<file path="src/rtl/vector_control_sequencer.sv">
// Multi-beat LEGv8 main control sequencer: decodes the opcode of an accepted instruction
// and presents a registered control word for one beat per vector lane or MUL cycle.
module vector_control_sequencer #(
  parameter int INSTR_W    = 32,
  parameter int LANES      = 4,
  parameter int MUL_CYCLES = 3,
  localparam int LANE_W    = (LANES > 1) ? $clog2(LANES) : 1
) (
  input  logic               clk,
  input  logic               reset,
  input  logic               instr_valid,
  input  logic [INSTR_W-1:0] instruction,
  output logic               instr_ready,
  input  logic               flush,
  output logic               ctl_valid,
  output logic [1:0]         control_aluop,
  output logic               control_alusrc,
  output logic               control_isZeroBranch,
  output logic               control_isUnconBranch,
  output logic               control_memRead,
  output logic               control_memwrite,
  output logic               control_regwrite,
  output logic               control_mem2reg,
  output logic [LANE_W-1:0]  lane_idx,
  output logic               lane_last,
  output logic               illegal
);

  localparam int REM_MAX = (LANES > MUL_CYCLES) ? LANES : MUL_CYCLES;
  localparam int REM_W   = $clog2(REM_MAX + 1);
  localparam logic [REM_W-1:0] VEC_LAST = REM_W'(LANES - 1);
  localparam logic [REM_W-1:0] MUL_LAST = REM_W'(MUL_CYCLES - 1);

  typedef enum logic [1:0] {S_IDLE, S_ISSUE, S_VEC, S_MULW} state_t;
  typedef enum logic [1:0] {K_SINGLE, K_VEC, K_MUL} kind_t;

  typedef struct packed {
    logic [1:0] aluop;
    logic       alusrc;
    logic       zero_branch;
    logic       uncon_branch;
    logic       mem_read;
    logic       mem_write;
    logic       reg_write;
    logic       mem2reg;
    logic       illegal;
    logic       is_mul;    // regwrite is deferred to the final beat
  } ctl_t;

  typedef struct packed {
    kind_t kind;
    ctl_t  ctl;
  } dec_t;

  function automatic dec_t decode(input logic [10:0] op);
    dec_t d;
    d = '0;
    d.kind = K_SINGLE;
    if (op[10:5] == 6'b000101) begin
      d.ctl.aluop = 2'b01; d.ctl.uncon_branch = 1'b1;
    end else if (op[10:3] == 8'b10110100) begin
      d.ctl.aluop = 2'b01; d.ctl.zero_branch = 1'b1;
    end else begin
      case (op)
        11'b11111000010: begin
          d.ctl.alusrc = 1'b1; d.ctl.mem_read = 1'b1; d.ctl.mem2reg = 1'b1; d.ctl.reg_write = 1'b1;
        end
        11'b11111000000: begin
          d.ctl.alusrc = 1'b1; d.ctl.mem_write = 1'b1;
        end
        11'b10001011000, 11'b11001011000, 11'b10001010000, 11'b10101010000: begin
          d.ctl.aluop = 2'b10; d.ctl.reg_write = 1'b1;
        end
        11'b10011011000: begin
          d.kind = K_MUL; d.ctl.aluop = 2'b10; d.ctl.is_mul = 1'b1;
        end
        11'b10001011100, 11'b11001011100, 11'b10011011100: begin
          d.kind = K_VEC; d.ctl.aluop = 2'b10; d.ctl.reg_write = 1'b1;
        end
        11'b10101011100: begin
          d.kind = K_VEC; d.ctl.aluop = 2'b10; d.ctl.alusrc = 1'b1; d.ctl.reg_write = 1'b1;
        end
        11'b11111011100: begin
          d.kind = K_VEC; d.ctl.aluop = 2'b10; d.ctl.alusrc = 1'b1; d.ctl.mem_write = 1'b1;
        end
        11'b11111011110: begin
          d.kind = K_VEC; d.ctl.aluop = 2'b10; d.ctl.alusrc = 1'b1; d.ctl.mem_read = 1'b1;
          d.ctl.mem2reg = 1'b1; d.ctl.reg_write = 1'b1;
        end
        default: d.ctl.illegal = 1'b1;
      endcase
    end
    return d;
  endfunction

  state_t            state_q, state_d;
  logic [REM_W-1:0]  rem_q, rem_d, n_last;
  logic [LANE_W-1:0] lane_q, lane_d;
  ctl_t              ctl_q, ctl_d;
  dec_t              dec;
  logic              accept;

  // Only the opcode field is decoded; the operand bits pass to the datapath elsewhere.
  if (INSTR_W > 11) begin : g_operands
    logic unused_operand_bits;
    assign unused_operand_bits = ^instruction[INSTR_W-12:0];
  end

  assign instr_ready = (rem_q == '0) && !flush;
  assign accept      = instr_valid && instr_ready;
  assign dec         = decode(instruction[INSTR_W-1 -: 11]);

  always_comb begin
    // NOTE: every variable gets a default first so no path leaves one unassigned (no latches).
    state_d = state_q;
    rem_d   = rem_q;
    lane_d  = lane_q;
    ctl_d   = ctl_q;
    n_last  = '0;
    case (dec.kind)
      K_VEC:   n_last = VEC_LAST;
      K_MUL:   n_last = MUL_LAST;
      default: n_last = '0;
    endcase

    if (flush) begin
      state_d = S_IDLE;
      rem_d   = '0;
      lane_d  = '0;
      ctl_d   = '0;
    end else if (accept) begin
      ctl_d  = dec.ctl;
      lane_d = '0;
      rem_d  = n_last;
      if (n_last == '0)          state_d = S_ISSUE;
      else if (dec.kind == K_VEC) state_d = S_VEC;
      else                        state_d = S_MULW;
    end else if (rem_q != '0) begin
      rem_d = rem_q - REM_W'(1);
      if (state_q == S_VEC) lane_d = lane_q + LANE_W'(1);
    end else begin
      state_d = S_IDLE;
      lane_d  = '0;
      ctl_d   = '0;
    end
  end

  // NOTE: sequential state uses non-blocking assignments so all registers update together.
  always_ff @(posedge clk or posedge reset) begin
    if (reset) begin
      state_q <= S_IDLE;
      rem_q   <= '0;
      lane_q  <= '0;
      ctl_q   <= '0;
    end else begin
      state_q <= state_d;
      rem_q   <= rem_d;
      lane_q  <= lane_d;
      ctl_q   <= ctl_d;
    end
  end

  // The control register is cleared whenever the block idles, so outputs read 0 there.
  assign ctl_valid             = (state_q != S_IDLE);
  assign control_aluop         = ctl_q.aluop;
  assign control_alusrc        = ctl_q.alusrc;
  assign control_isZeroBranch  = ctl_q.zero_branch;
  assign control_isUnconBranch = ctl_q.uncon_branch;
  assign control_memRead       = ctl_q.mem_read;
  assign control_memwrite      = ctl_q.mem_write;
  assign control_regwrite      = ctl_q.reg_write || (ctl_q.is_mul && rem_q == '0);
  assign control_mem2reg       = ctl_q.mem2reg;
  assign lane_idx              = lane_q;
  assign lane_last             = ctl_valid && (rem_q == '0);
  assign illegal               = ctl_q.illegal;

endmodule

</file>
<file path="config.mk">
export PLATFORM = sky130hd
export DESIGN_NAME = vector_control_sequencer
export DESIGN_NICKNAME = d
export VERILOG_FILES = /design/src/rtl/vector_control_sequencer.sv
export SDC_FILE = /design/constraint.sdc
export NUM_CORES = 1
export LEC_CHECK = 0
export ABC_AREA = 1
export ABC_CLOCK_PERIOD_IN_PS = 1550
export CAP_MARGIN = 20
export CORE_UTILIZATION = 30
export CTS_CLUSTER_SIZE = 14
export DETAILED_ROUTE_END_ITERATION = 16
export PLACE_DENSITY_LB_ADDON = 0.12
export SETUP_SLACK_MARGIN = 0.2
export SKIP_LAST_GASP = 1
export SYNTH_ARGS = -nofsm -noshare
export SYNTH_HDL_FRONTEND = slang
export SYNTH_SLANG_ARGS = --single-unit
</file>
<file path="constraint.sdc">
create_clock -name clk -period 1.55 [get_ports clk]
set_input_delay 0.2325 -clock clk [delete_from_list [all_inputs] [get_ports clk]]
set_output_delay 0.2325 -clock clk [all_outputs]
set_load 0.01 [all_outputs]
</file>
==> Yosys cells after proc, flatten, opt, wreduce, memory -nomap -nowiden <==
Cells that the tools add are included.
{ "classes": {"add_sub_neg": 2, "eq_ne": 20, "n_mux": 34, "n_reduce_logical": 18} }
{ "ops": {"columns": ["cell", "n"], "rows": [
  ["11-bit == test (second input constant)", 13],
  ["11-bit two-way mux", 3],
  ["2-bit two-way mux", 14],
  ["13-bit OR reduction", 1],
  ["6-bit two-way mux", 2],
  ["11-bit OR reduction", 1],
  ["1-bit two-way mux", 10],
  ["10-bit OR reduction", 1],
  ["3-bit two-way mux", 3],
  ["8-bit == test (second input constant)", 1],
  ["2-bit one-hot mux with 2 select lines", 2],
  ["6-bit by 3-bit == test with 1-bit output (second input constant)", 1],
  ["3-bit logical NOT", 2],
  ["3-bit nonzero test", 2],
  ["6-bit OR reduction", 1],
  ["5-bit OR reduction", 1],
  ["2-bit == test (second input constant)", 2],
  ["1-bit logical AND", 4],
  ["4-bit by 3-bit inequality test with 1-bit output (second input constant)", 1],
  ["2-bit OR reduction", 2],
  ["3-bit inequality test (second input constant)", 1],
  ["3-bit by 1-bit subtractor with 3-bit output (second input constant)", 1],
  ["2-bit by 1-bit adder with 2-bit output (second input constant)", 1],
  ["2-bit by 1-bit == test with 1-bit output (second input constant)", 1],
  ["other kinds (3)", 3]
]} }
{ "word_totals": {"register_bits": 18, "in_bits": 36, "output_inout_bits": 15} }

==> Depth between registers and ports, before layout <==
Gate-level depths: netlist of run 1.
{ "logic_depth": {"word_depth": 11, "mapped_depth": 10} }

==> Worst setup path after synthesis of run 1 <==
OpenSTA, ideal clock, no wires.
{ "synth_timing": {"path_type": "register to register", "start": "reg rem_q[0]", "end": "reg ctl_q (netlist bit illegal)", "setup_time_ns": 0.065, "arrival_ns": 1.280, "required_ns": 1.485, "path_slack_ns": 0.205, "path_stages_with_launch": 11, "path_buffers": 0, "period_less_slack_ns": 1.345, "cell_sequence": "dfrtp_1 inv_1 ha_1 nand2_4 nor2_4 nand2_4 clkinv_4 nand3_2 nor2_1 nand3_1 nand2_1"} }
{ "synth_via": {"elab_chain_cells": 5} }
{ "synth_rtl": {"columns": ["item", "line", "source"], "rows": [
  ["start, declared", "97", "logic [REM_W-1:0] rem_q, rem_d, n_last;"],
  ["start signal, assigned", "157", "rem_q <= rem_d;"],
  ["3-bit logical NOT *", "109", "assign instr_ready = (rem_q == '0) && !flush;"],
  ["1-bit logical AND *", "109", null],
  ["via instr_ready", "13", "output logic instr_ready,"],
  ["1-bit logical AND *", "110", "assign accept = instr_valid && instr_ready;"],
  ["11-bit two-way mux", "131", "end else if (accept) begin"],
  ["11-bit two-way mux", "126", "if (flush) begin"],
  ["end signal, assigned", "159", "ctl_q <= ctl_d;"],
  ["end, declared", "99", "ctl_t ctl_q, ctl_d;"]
]} }
Mark *: on every way through the listed nets, which the timed path passes. The rest lies on a longest branch.
A chain may end at the register's enable or synchronous reset.

==> Worst setup path in the final report of run 1 <==
{ "layout_timing": {"start": "reg rem_q[1]", "end": "out control_regwrite"} }
{ "layout_via": {"elab_chain_cells": 3} }
{ "layout_rtl": {"columns": ["item", "line", "source"], "rows": [
  ["3-bit logical NOT", "171", "assign control_regwrite = ctl_q.reg_write || (ctl_q.is_mul && rem_q == '0);"],
  ["1-bit logical AND", "171", null],
  ["1-bit logical OR", "171", null],
  ["end, declared", "22", "output logic control_regwrite,"]
]} }
No other way between the ends.

==> impl_metrics.env, run 1 <==
export IMPL_status="completed"
export IMPL_wl_per_cell_um=11.1
export IMPL_dp_cells=259
export IMPL_insertion_delay_ps=250
export IMPL_start_util_pct=31.9
export IMPL_clk_path_buf_depth=2
export IMPL_startpoint="rem_q[1]"
export IMPL_die_height_um=64.9
export IMPL_antenna_diode_count=0
export IMPL_finalNonFillerCells=276
export IMPL_r2r_end="rem_q[1]"
export IMPL_drc=0
export IMPL_dpl_instance_area_um2=1700
export IMPL_max_cap_violations=0
export IMPL_yosys_warnings=0
export IMPL_portBuffers=29
export IMPL_core_um2=3720
export IMPL_multi_input_area_um2=734
export IMPL_nFillCells=380
export IMPL_avgSynthCellArea_um2=7.37
export IMPL_wl_um=3070
export IMPL_r2r_start="rem_q[1]"
export IMPL_grt_ovfl_total=0
export IMPL_syn_to_final_growth_pct=65.7
export IMPL_grt_max_degree=18
export IMPL_gp_congestion=0.840
export IMPL_route_vias_total=1228
export IMPL_worst_pin_slew_ps=252
export IMPL_hold_slack_ps=297
export IMPL_synthCells=161
export IMPL_grt_pass1_wl_um=5420
export IMPL_fin_crit_sh_pct=94.6
export IMPL_power_density_nw_per_um2=1030
export IMPL_relSlewSlack_pct=83.1
export IMPL_criticalPathCategory="flop to primary output"
export IMPL_die_area_um2=4210
export IMPL_yosysTopAreaCell="dfrtp_1"
export IMPL_synth_seq_cells=17
export IMPL_period_minus_slack_ps=1470
export IMPL_first_global_vias=1258
export IMPL_cts_tree="yes"
export IMPL_max_freq_mhz=682
export IMPL_drv_slew=0
export IMPL_rr_worst_depth=9
export IMPL_post_dp_hpwl_um=2260
export IMPL_p_leak_nw=1.07
export IMPL_grt_antenna_before_repair=0
export IMPL_worstHoldPathType="primary input to asynchronous set/reset pin"
export IMPL_root_buffer="clkbuf_8"
export IMPL_drt_iter0_markers=33
export IMPL_ys_types=28
export IMPL_hold_viol_final=0
export IMPL_htree_levels=1
export IMPL_finish_instance_area_um2=1970
export IMPL_firstDrtPassIters=4
export IMPL_peakVddDrop_mv=0.393
export IMPL_ant_nets=0
export IMPL_grt_util_all_layers_pct=16.4
export IMPL_yosysMostFrequentCell="nand2_1"
export IMPL_clock_skew_final_ps=8.36
export IMPL_cp_required_ps=1320
export IMPL_yosys_most_used_dff="dfrtp_1"
export IMPL_regArea_um2=425
export IMPL_numCtsBuffers=3
export IMPL_synth_area_leaders="dfrtp_1, nand2_1, inv_1"
export IMPL_rsz0062_at_grt="true"
export IMPL_via_per_inst=4.45
export IMPL_num_rows=22
export IMPL_fin_util_pct=52.9
export IMPL_critPathArrivalTime_ps=1230
export IMPL_die_w_um=64.9
export IMPL_r2r_slack_ps=90
export IMPL_critPathMaxFanout=4
export IMPL_clock_sinks=17
export IMPL_async_flop_share_pct=100
export IMPL_clk_pin_slew_ps=70
export IMPL_syn_num_nets=201
export IMPL_layout_nets=269
export IMPL_critPathLaunchType="flop"
export IMPL_drive_gt1_share_pct=40.8
export IMPL_synthTopCellsByCount="nand2_1, inv_1, dfrtp_1"
export IMPL_setup_violations=0
export IMPL_synth_top_area_share_pct=35.9
export IMPL_io_pins=51
export IMPL_endpoint_kind="primary output"
export IMPL_yosysSeqAreaShare_pct=35.9
export IMPL_syn_area_um2=1190
export IMPL_synth_edff_count=0
==> timing repair <==
action                                  in CTS  in global routing
buffers inserted                            10                  2
pin swaps                                   22                  9
hold buffers                                 0                  0
gates resized for setup                     68                 16
endpoints found under the setup margin      32                 20
gates cloned                                 1                  0
==> critical path: stages, from the launching register on <==
cell and delay [ps]:
dfrtp_1 390, inv_2 80, ha_4 140, nand2_4 60, o21bai_1 150, buf_2 160
==> flip-flops by register name, summed over array words and instances, names as in the netlist, 2 cells and up <==
| register | cells |
|---|---|
| rem_q | 3 |
| control_aluop | 2 |
| ctl_q | 2 |
| lane_idx | 2 |
| state_q | 2 |
==> power breakdown <==
group	leakage, nW	internal [W]	switching (W)
sequential	0.233	0.000507	0.0000397
clock	0.0255	0.000178	0.000155
combinational	0.812	0.000618	0.000529
total	1.07	0.00130	0.000724
==> cell families (layout without fill, tap and decap cells) <==
family,count (synthesis),after routing,synth area share (%)
compound gates,17,17,8.97
xor+xnor,2,2,1.48
fa+ha+maj,4,4,4.22
buf+inv,31,98,11.8
flops,17,17,35.9
simple gates,90,90,37.7
==> per-stage QoR <==
stage	power [W]	TNS (ps)	setup slack, ps
global route	0.00216	0	20.9
global placement	0.00137	-1560	-263
detailed placement	0.00138	-1890	-332
CTS	0.00198	0	62.1
floorplan	0.00102	0	205
finish	0.00203	0	84.3
==> how the worst max path moves through the flow <==
| stage | cells after the start | slack [ps] | endpoint |
|---|---|---|---|
| 2_1_floorplan | 10 | 200 | illegal |
| 5_1_grt | 5 | 20 | control_regwrite |
| 6_report | 5 | 80 | control_regwrite |
| 3_3_place_gp | 10 | -260 | rem_q[1] |
| 4_1_cts | 5 | 60 | control_regwrite |
| 3_5_place_dp | 9 | -330 | rem_q[1] |
==> final cells by class <==
type | count | area share (%)
Multi-Input combinational cell | 113 | 37.4
Tap cell | 48 | 3.06
Timing Repair Buffer | 67 | 29.7
Clock inverter | 1 | 0.255
Inverter | 27 | 5.92
Clock buffer | 3 | 2.10
Sequential cell | 17 | 21.6
==> cells in the final DEF, fill, tap and decap left out, types with 3 or more instances in the layout <==
master           instances
buf_6                    4
dfrtp_1                 17
nand3_1                  9
buf_4                   33
inv_1                   16
nand2_2                  3
nor2_2                   4
nor2_4                   7
nand3_2                  5
inv_2                    8
clkdlybuf4s50_1          3
nand2_1                 42
nor2_1                  12
clkdlybuf4s15_1          3
dlygate4sd2_1           18
o22ai_2                  4
nand2_4                  4
clkbuf_8                 3
==> layer usage <==
layer	GRT usage, %	share of wire (%)	vias up	wire, um
met4	5.00	0	0	0
li1	-	-	638	-
met1	19.5	43	568	1330
met3	1.06	3.3	0	100
met5	0	0	-	0
met2	31.0	54	22	1640
No activity file was read; power rests on OpenSTA's default activity.
==> inputs of run 2 (changes only) <==
--- a/config.mk
+++ b/config.mk
@@ -8,7 +8,7 @@
 export ABC_AREA = 1
 export ABC_CLOCK_PERIOD_IN_PS = 1550
 export CAP_MARGIN = 20
-export CORE_UTILIZATION = 30
+export CORE_UTILIZATION = 40
 export CTS_CLUSTER_SIZE = 14
 export DETAILED_ROUTE_END_ITERATION = 16
 export PLACE_DENSITY_LB_ADDON = 0.12
==> run 2 against run 1 <==
Effect of this change:
- final area up 0.38%
- critical path depth unchanged
- critical endpoint unchanged
- clock-buffer cell count up 1
- sequential share of layout area down 0.082 points
- non-clock buffer count up 7
- first-iteration DRC count up 6.1%
==> impl_metrics.env, run 2 (synthesized netlist as in run 1, its figures left out) <==
export IMPL_portBuffers=29
export IMPL_drive_gt1_share_pct=42.6
export IMPL_nFillCells=221
export IMPL_ant_nets=0
export IMPL_drc=0
export IMPL_clock_skew_final_ps=5.28
export IMPL_use_met2_pct=39.5
export IMPL_dp_cells=243
export IMPL_drv_slew=0
export IMPL_slowest_stage="dfrtp_1"
export IMPL_grt_util_all_layers_pct=20.7
export IMPL_regArea_um2=425
export IMPL_cpPeakStageDelay_ps=410
export IMPL_r2r_start="rem_q[0]"
export IMPL_antenna_diode_count=0
export IMPL_io_pins=51
export IMPL_setup_violations=0
export IMPL_use_met1_pct=24.1
export IMPL_grt_antenna_before_repair=0
export IMPL_rr_worst_depth=9
export IMPL_post_dp_hpwl_um=2170
export IMPL_hold_viol_final=0
export IMPL_critPathTopFamily="flip-flops"
export IMPL_top_register="rem_q"
export IMPL_firstDrtPassIters=4
export IMPL_layout_common_cells="buf_4, nand2_1, dlygate4sd2_1, dfrtp_1, inv_1"
export IMPL_finalNonFillerCells=266
export IMPL_cp_required_ps=1320
export IMPL_relSlewSlack_pct=83.4
export IMPL_critPathMaxFanout=4
export IMPL_clk_path_buf_depth=2
export IMPL_p_leak_nw=1.08
export IMPL_route_vias_total=1319
export IMPL_grt_max_degree=18
export IMPL_ctsHoldBuffers=0
export IMPL_critPathLaunchType="flop"
export IMPL_period_minus_slack_ps=1540
export IMPL_numCtsBuffers=3
export IMPL_multi_input_area_um2=761
export IMPL_largest_reg_flops=3
export IMPL_cts_tree="yes"
export IMPL_r2r_end="state_q[0]"
export IMPL_core_um2=2780
export IMPL_fin_setup_tns_ps=0
export IMPL_clk_pin_slew_ps=100
export IMPL_grt_ovfl_total=0
export IMPL_worst_pin_slew_ps=249
export IMPL_die_w_um=56.5
export IMPL_root_buffer="clkbuf_4"
export IMPL_crit_buf_inv=2
export IMPL_clock_sinks=17
export IMPL_gp_congestion=0.814
export IMPL_final_common_cell="buf_4"
export IMPL_via_per_inst=4.96
export IMPL_first_global_vias=1252
export IMPL_r2r_slack_ps=30
export IMPL_num_rows=19
export IMPL_status="completed"
export IMPL_path_cells="inv_2 > ha_4 > nand2_4 > o21bai_1 > buf_2"
export IMPL_die_height_um=56.5
export IMPL_fin_crit_sh_pct=99.6
export IMPL_critPathArrivalTime_ps=1310
export IMPL_max_cap_violations=0
export IMPL_rsz0062_at_grt="true"
export IMPL_wl_um=3260
export IMPL_die_area_um2=3190
export IMPL_grt_pass1_wl_um=5320
export IMPL_htree_levels=1
export IMPL_power_density_nw_per_um2=967
export IMPL_insertion_delay_ps=290
export IMPL_peakVddDrop_mv=1.12
export IMPL_hold_slack_ps=254
export IMPL_use_met3_pct=1.84
export IMPL_start_util_pct=42.6
export IMPL_endpoint_kind="primary output"
export IMPL_worstHoldPathType="primary input to asynchronous set/reset pin"
export IMPL_drt_iter0_markers=35
export IMPL_syn_to_final_growth_pct=66.3
export IMPL_wl_per_cell_um=12.2
export IMPL_busiest_layer="met2"
export IMPL_criticalPathCategory="flop to primary output"
export IMPL_layout_nets=276
export IMPL_max_freq_mhz=648
## run 2: worst max-delay path by stage
stage                     from                to  slack, ps  depth (start not counted)
2_1_floorplan         rem_q[0]           illegal        200                         10
3_3_place_gp   instruction[24]          rem_q[1]       -250                          9
3_5_place_dp   instruction[24]          rem_q[1]       -330                          9
4_1_cts               rem_q[0]  control_regwrite         30                          5
5_1_grt               rem_q[0]           illegal        -40                         11
6_report              rem_q[0]  control_regwrite          6                          5
## run 2: worst min-delay path, stage by stage
cell             delay [ps]
clkdlybuf4s50_1         400
inv_1                    50
buf_4                   240
## run 2: stage by stage
stage	setup WS [ps]	power, W	instance area (um2)	utilization (%)
final	6.20	0.00191	1970	70.9
after detailed placement	-325	0.00132	1680	60.3
after floorplan	205	0.00102	1190	-
after global routing	-44.9	0.00202	1970	70.9
after CTS	27.2	0.00172	1870	67.1
after global placement	-253	0.00131	1680	60.3
## run 2: area by class of cell
class | instances | share of cell area (%)
multi-input cells | 113 | 38.6
flip-flops and latches | 17 | 21.6
inverters | 27 | 6.02
clock buffers | 4 | 1.33
well taps | 31 | 1.97
repair buffers | 74 | 30.6
## run 2: report_power, final
part	switching (W)	leakage [nW]	total [W]	internal, W
sequential	0.0000432	0.233	0.000549	0.000506
clock	0.000139	0.0150	0.000239	0.000100
combinational	0.000579	0.829	0.00112	0.000540
total	0.000762	1.08	0.00191	0.00115
## run 2: layer usage
metal  share of wire (%)  routed length, um
met1                  41               1330
met2                  54               1760
met3                 4.0                130
met4                 1.1                 36
met5                   0                  0
## run 2: timing repair
item,in CTS,in global routing
buffers inserted,9,10
resized for setup,72,10
setup endpoints to repair,28,20
pin swaps,19,7
==> inputs of run 3 (changes only) <==
--- a/config.mk
+++ b/config.mk
@@ -8,7 +8,9 @@
 export ABC_AREA = 1
 export ABC_CLOCK_PERIOD_IN_PS = 1550
 export CAP_MARGIN = 20
-export CORE_UTILIZATION = 40
+export CELL_PAD_IN_SITES_DETAIL_PLACEMENT = 1
+export CELL_PAD_IN_SITES_GLOBAL_PLACEMENT = 2
+export CORE_UTILIZATION = 22
 export CTS_CLUSTER_SIZE = 14
 export DETAILED_ROUTE_END_ITERATION = 16
 export PLACE_DENSITY_LB_ADDON = 0.12
==> run 3 against run 2 <==
Effect of this change:
- sequential power about the same
- combinational power decreased by 6%
- power grew 1.3%
- largest cell class unchanged
- fmax up 6.7%
- utilization shrank 32 points
- die area rose by 78%
- highest routed layer is now met3
- final area is 2.5% higher
- clock skew decreased by 1.5 ps
- critical path depth unchanged
- clock power increased by 38%
- final cell count increased by 13%
- first-iteration DRC count increased by 11%
==> impl_metrics.env, run 3 (synthesized netlist as in run 1, its figures left out) <==
export IMPL_peakVddDrop_mv=0.329
export IMPL_via_per_inst=4.19
export IMPL_wl_per_cell_um=11.3
export IMPL_relSlewSlack_pct=76.7
export IMPL_layout_nets=272
export IMPL_grt_max_degree=18
export IMPL_finalNonFillerCells=301
export IMPL_fin_util_pct=39.4
export IMPL_max_cap_violations=0
export IMPL_first_global_vias=1287
export IMPL_clk_path_buf_depth=2
export IMPL_die_area_um2=5690
export IMPL_grt_util_all_layers_pct=13.0
export IMPL_top_register="rem_q"
export IMPL_cts_tree="yes"
export IMPL_critPathArrivalTime_ps=1210
export IMPL_portBuffers=29
export IMPL_clock_sinks=17
export IMPL_dpl_instance_area_um2=1740
export IMPL_finish_instance_area_um2=2020
export IMPL_ctsHoldBuffers=0
export IMPL_critPathMaxFanout=4
export IMPL_drv_slew=0
export IMPL_numCtsBuffers=3
export IMPL_max_freq_mhz=691
export IMPL_status="completed"
export IMPL_htree_levels=1
export IMPL_critPathLaunchType="flop"
export IMPL_criticalPathCategory="flop to primary output"
export IMPL_power_w=0.00193
export IMPL_ant_nets=0
export IMPL_die_w_um=75.4
export IMPL_drt_iter0_markers=39
export IMPL_nFillCells=659
export IMPL_dp_cells=284
export IMPL_r2r_slack_ps=120
export IMPL_die_height_um=75.4
export IMPL_final_common_cell="buf_4"
export IMPL_grt_ovfl_total=0
export IMPL_fin_crit_sh_pct=93.4
export IMPL_insertion_delay_ps=250
export IMPL_syn_to_final_growth_pct=70.6
export IMPL_io_pins=51
export IMPL_firstDrtPassIters=4
export IMPL_cp_required_ps=1320
export IMPL_wl_um=3410
export IMPL_root_buffer="clkbuf_8"
export IMPL_grt_pass1_wl_um=5710
export IMPL_drive_gt1_share_pct=44.6
export IMPL_hold_viol_final=0
export IMPL_period_minus_slack_ps=1450
export IMPL_r2r_start="rem_q[0]"
export IMPL_antenna_diode_count=0
export IMPL_setup_violations=0
export IMPL_largest_reg_flops=3
export IMPL_regArea_um2=425
export IMPL_layout_common_cells="buf_4, nand2_1, dfrtp_1, dlygate4sd2_1, inv_1"
export IMPL_multi_input_area_um2=769
export IMPL_rsz0062_at_grt="true"
export IMPL_worstHoldPathType="primary input to asynchronous set/reset pin"
export IMPL_power_density_nw_per_um2=955
export IMPL_gp_congestion=0.749
export IMPL_p_leak_nw=1.08
export IMPL_drc=0
export IMPL_num_rows=26
export IMPL_post_dp_hpwl_um=2740
export IMPL_clock_skew_final_ps=3.76
export IMPL_core_um2=5140
export IMPL_worst_pin_slew_ps=346
export IMPL_start_util_pct=23.1
export IMPL_r2r_end="lane_idx[0]"
export IMPL_fin_setup_tns_ps=0
export IMPL_rr_worst_depth=10
export IMPL_endpoint_kind="primary output"
export IMPL_route_vias_total=1261
export IMPL_clk_pin_slew_ps=70
export IMPL_grt_antenna_before_repair=0
## run 3: cell count changes in the layout (fill, tap and decap cells not counted), moves of 3 or more
cell	delta
clkbuf_4	-3
nand2_1	-5
clkdlybuf4s15_1	+3
buf_4	-5
o22ai_1	+5
nand2_2	+4
clkbuf_8	+3
o22ai_2	-5
dlygate4sd2_1	-5
## run 3: worst max path at each step
stage / start / endpoint / slack (ps) / cells past startpoint
after detailed placement: instruction[29] / rem_q[1] / -330 / 9
after floorplan: rem_q[0] / illegal / 200 / 10
final: rem_q[0] / control_regwrite / 100 / 5
after CTS: rem_q[0] / lane_idx[1] / 80 / 10
after global placement: instruction[29] / rem_q[1] / -250 / 9
after global routing: rem_q[0] / illegal / 20 / 11
## run 3: per-layer routing
metal | up-vias | wire length [um] | track usage, %
met2 | 17 | 1950 | 26.6
met4 | 0 | 0 | 1.85
met5 | - | 0 | 0
li1 | 642 | - | -
met1 | 602 | 1390 | 14.7
met3 | 0 | 68 | 1.19
## run 3: stage by stage
step                      worst slack, ps  hold WS (ps)
after global placement               -253           467
after floorplan                       205           159
final                                 103           301
after CTS                            78.7           304
after detailed placement             -329           466
after global routing                 20.5           339
## run 3: repair_timing
action                                  in CTS  in global routing
buffers inserted                             6                  7
pin swaps                                   21                 12
gates resized for setup                     72                 22
endpoints found under the setup margin      32                 21
## run 3: critical path, cell delays in order, from the launching register on
cell and delay, ps:
dfrtp_1 400, inv_2 80, ha_4 130, nand2_4 60, o21bai_1 140, buf_2 150
## run 3: final cells by class
| cell class | count | area share, % |
|---|---|---|
| clock inverters | 1 | 0.247 |
| inverters | 27 | 6.00 |
| flip-flops and latches | 17 | 21.0 |
| well taps | 70 | 4.33 |
| clock buffers | 3 | 2.04 |
| multi-input cells | 113 | 38.0 |
| repair buffers | 70 | 28.3 |
## run 3: power by group
group          switching [W]  total, W  internal (W)
registers          0.0000419  0.000549      0.000507
clock network       0.000153  0.000331      0.000178
logic               0.000534   0.00105      0.000520
==> variant (flow settings as in run 2) <==
Encoding of `state_t`: now one-hot (4 bits for 4 states).
--- a/src/rtl/vector_control_sequencer.sv
+++ b/src/rtl/vector_control_sequencer.sv
@@ -33,3 +33,3 @@
 
-  typedef enum logic [1:0] {S_IDLE, S_ISSUE, S_VEC, S_MULW} state_t;
+  typedef enum logic [3:0] {S_IDLE = 4'b0001, S_ISSUE = 4'b0010, S_VEC = 4'b0100, S_MULW = 4'b1000} state_t;
   typedef enum logic [1:0] {K_SINGLE, K_VEC, K_MUL} kind_t;
Function: no difference found for any inputs over 10 cycles, from zero or initial values and one cycle with reset high; not proved beyond that.
==> variant against run 2 <==
- the flow now finishes with violations (negative setup slack)
- non-clock buffer count increased by 11
- power increased by 24%
- routed wire length increased by 26%
- utilization increased by 2.1 points
- cell area increased by 16%
- sequential cell count increased by 2
- maximum frequency decreased by 8.6%
- area after synthesis increased by 13%
- critical path type is now flip-flop to flip-flop
- setup slack got worse by 0.15 ns
- largest cell class unchanged
- synthesized cell count increased by 15%
==> variant: results (changes against run 2) <==
Status: complete, but fails checks
Failing checks: negative setup slack
Root Driver: clkbuf_4
Ys async rst share: 100.0% (unchanged)
Drt wl/cell: 13.16 um (+7.4%)
Seq. cell area: 476.7 um2 (+12%)
Vias/cell: 4.786 (-3.5%)
CP max FO: 7 (+3)
Drt first pass iters: 4 (unchanged)
CP top delay family: buffers and inverters
Multi-input logic portion of the cell area: 37.93% (-0.62 points)
Global-route wire length before repair: 6210 um (+17%)
FP Rows: 20 (+1)
Multi-input gates: 131 (+16%)
Final setup violating endpoints: 18 (+18)
Clk slew on worst S/H paths: 0.12 ns (+0.02 ns)
Largest net degree at the start of global routing: 20 (+2)
Sequential fraction of the synthesis area: 35.47% (-0.39 points)
Setup total negative slack: -1.493 ns (-1.493 ns)
Crit path arrival time: 1.89 ns (+0.58 ns)
R2R Path End: control_memRead
Crit-path max cell delay: 0.40 ns
H-tree lvl count: 1 (unchanged)
Layout cells sized above 1: 46.84% (+4.3 points)
Place WS: -0.3788 ns (-0.05353 ns)
CP Class: flip-flop to flip-flop
Ys Warns: 0 (unchanged)
Synth cell types: 28 (unchanged)
Hold slack final: 0.2415 ns (-0.01206 ns)
Setup ws final: -0.1398 ns (-0.1460 ns)
Plain + repair buffers: 85 (+15%)
Total GRT Usage: 23.16% (+2.5 points)
Power Internal: 1.441 mW (+26%)
Main flop type after synthesis: dfrtp_1
Seq power: 0.620 mW (+13%)
Layout Nets: 310 (+12%)
Clock distribution power: 0.259 mW (+8.4%)
Vias in the first global route: 1443 (+15%)
Final HPWL DP: 2705 um (+24%)
Syn Nets: 225 (+12%)
Count of input and output buffers: 29 (unchanged)
Fillers: 255 (+15%)
NonClk Buf Share: 32.24% (+1.7 points)
Initial drt markers: 41 (+17%)
Placer congestion estimate: 0.8375 (+2.9%)
Final clock-cell share: 1.204% (-0.13 points)
Inverters: 30 (+11%)
Area contributors post-synth: dfrtp_1 34%, nand2_1 13%, inv_1 7.8%, nand3_1 7.1%, nor2_1 4.2%
Depth of the worst register-to-register path: 11 (+2)
Worst Max-Slew Pin Slew: 0.2592 ns (+0.01031 ns)
Area of placed instances: 1952 um2 (+16%)
#FFs+latches synth: 19 (+2)
Slowest CP cell: dfrtp_1
Maximum VDD drop: 0.0004904 V (-56%)
Leakage Power: 1.201 nW (+12%)
Most common library cells after synthesis: 45 x nand2_1, 28 x inv_1, 19 x nand3_1
Setup bufs post-CTS: 15 (+6)
Skew final: 0.009695 ns (+0.004418 ns)
Clock buf count: 3 (-1)
## variant: cell count changes in the layout (fill, tap and decap cells not counted), sizes merged, moves of 5 or more
cell,run 2,this run
o21ai,5,11
buf,48,60
dlygate4sd2,22,17
nand3,15,23
## variant: metrics by stage
stage	power (mW)	utilization, %	cells
after floorplan	1.091	-	185
after global placement	1.507	62.40	288
after detailed placement	1.528	62.40	288
after CTS	2.083	69.28	307
after global routing	2.486	73.08	313
final	2.363	73.08	313
## variant: cell families after synthesis
| family | Yosys count | share of synthesized area [%] |
|---|---|---|
| AO/OA/AOI/OAI | 21 | 9.964 |
| AND/OR/NAND/NOR | 105 | 39.20 |
| flip-flops | 19 | 35.48 |
| buffers and inverters | 35 | 10.99 |
| adder cells (fa/ha/maj) | 4 | 3.725 |
| XOR/XNOR | 1 | 0.6519 |
## variant: per-layer routing
metal	track usage, %	part of all wire (%)
met5	0	0
met4	7.973	1.0
met3	2.381	2.0
met2	42.70	56
met1	27.61	41
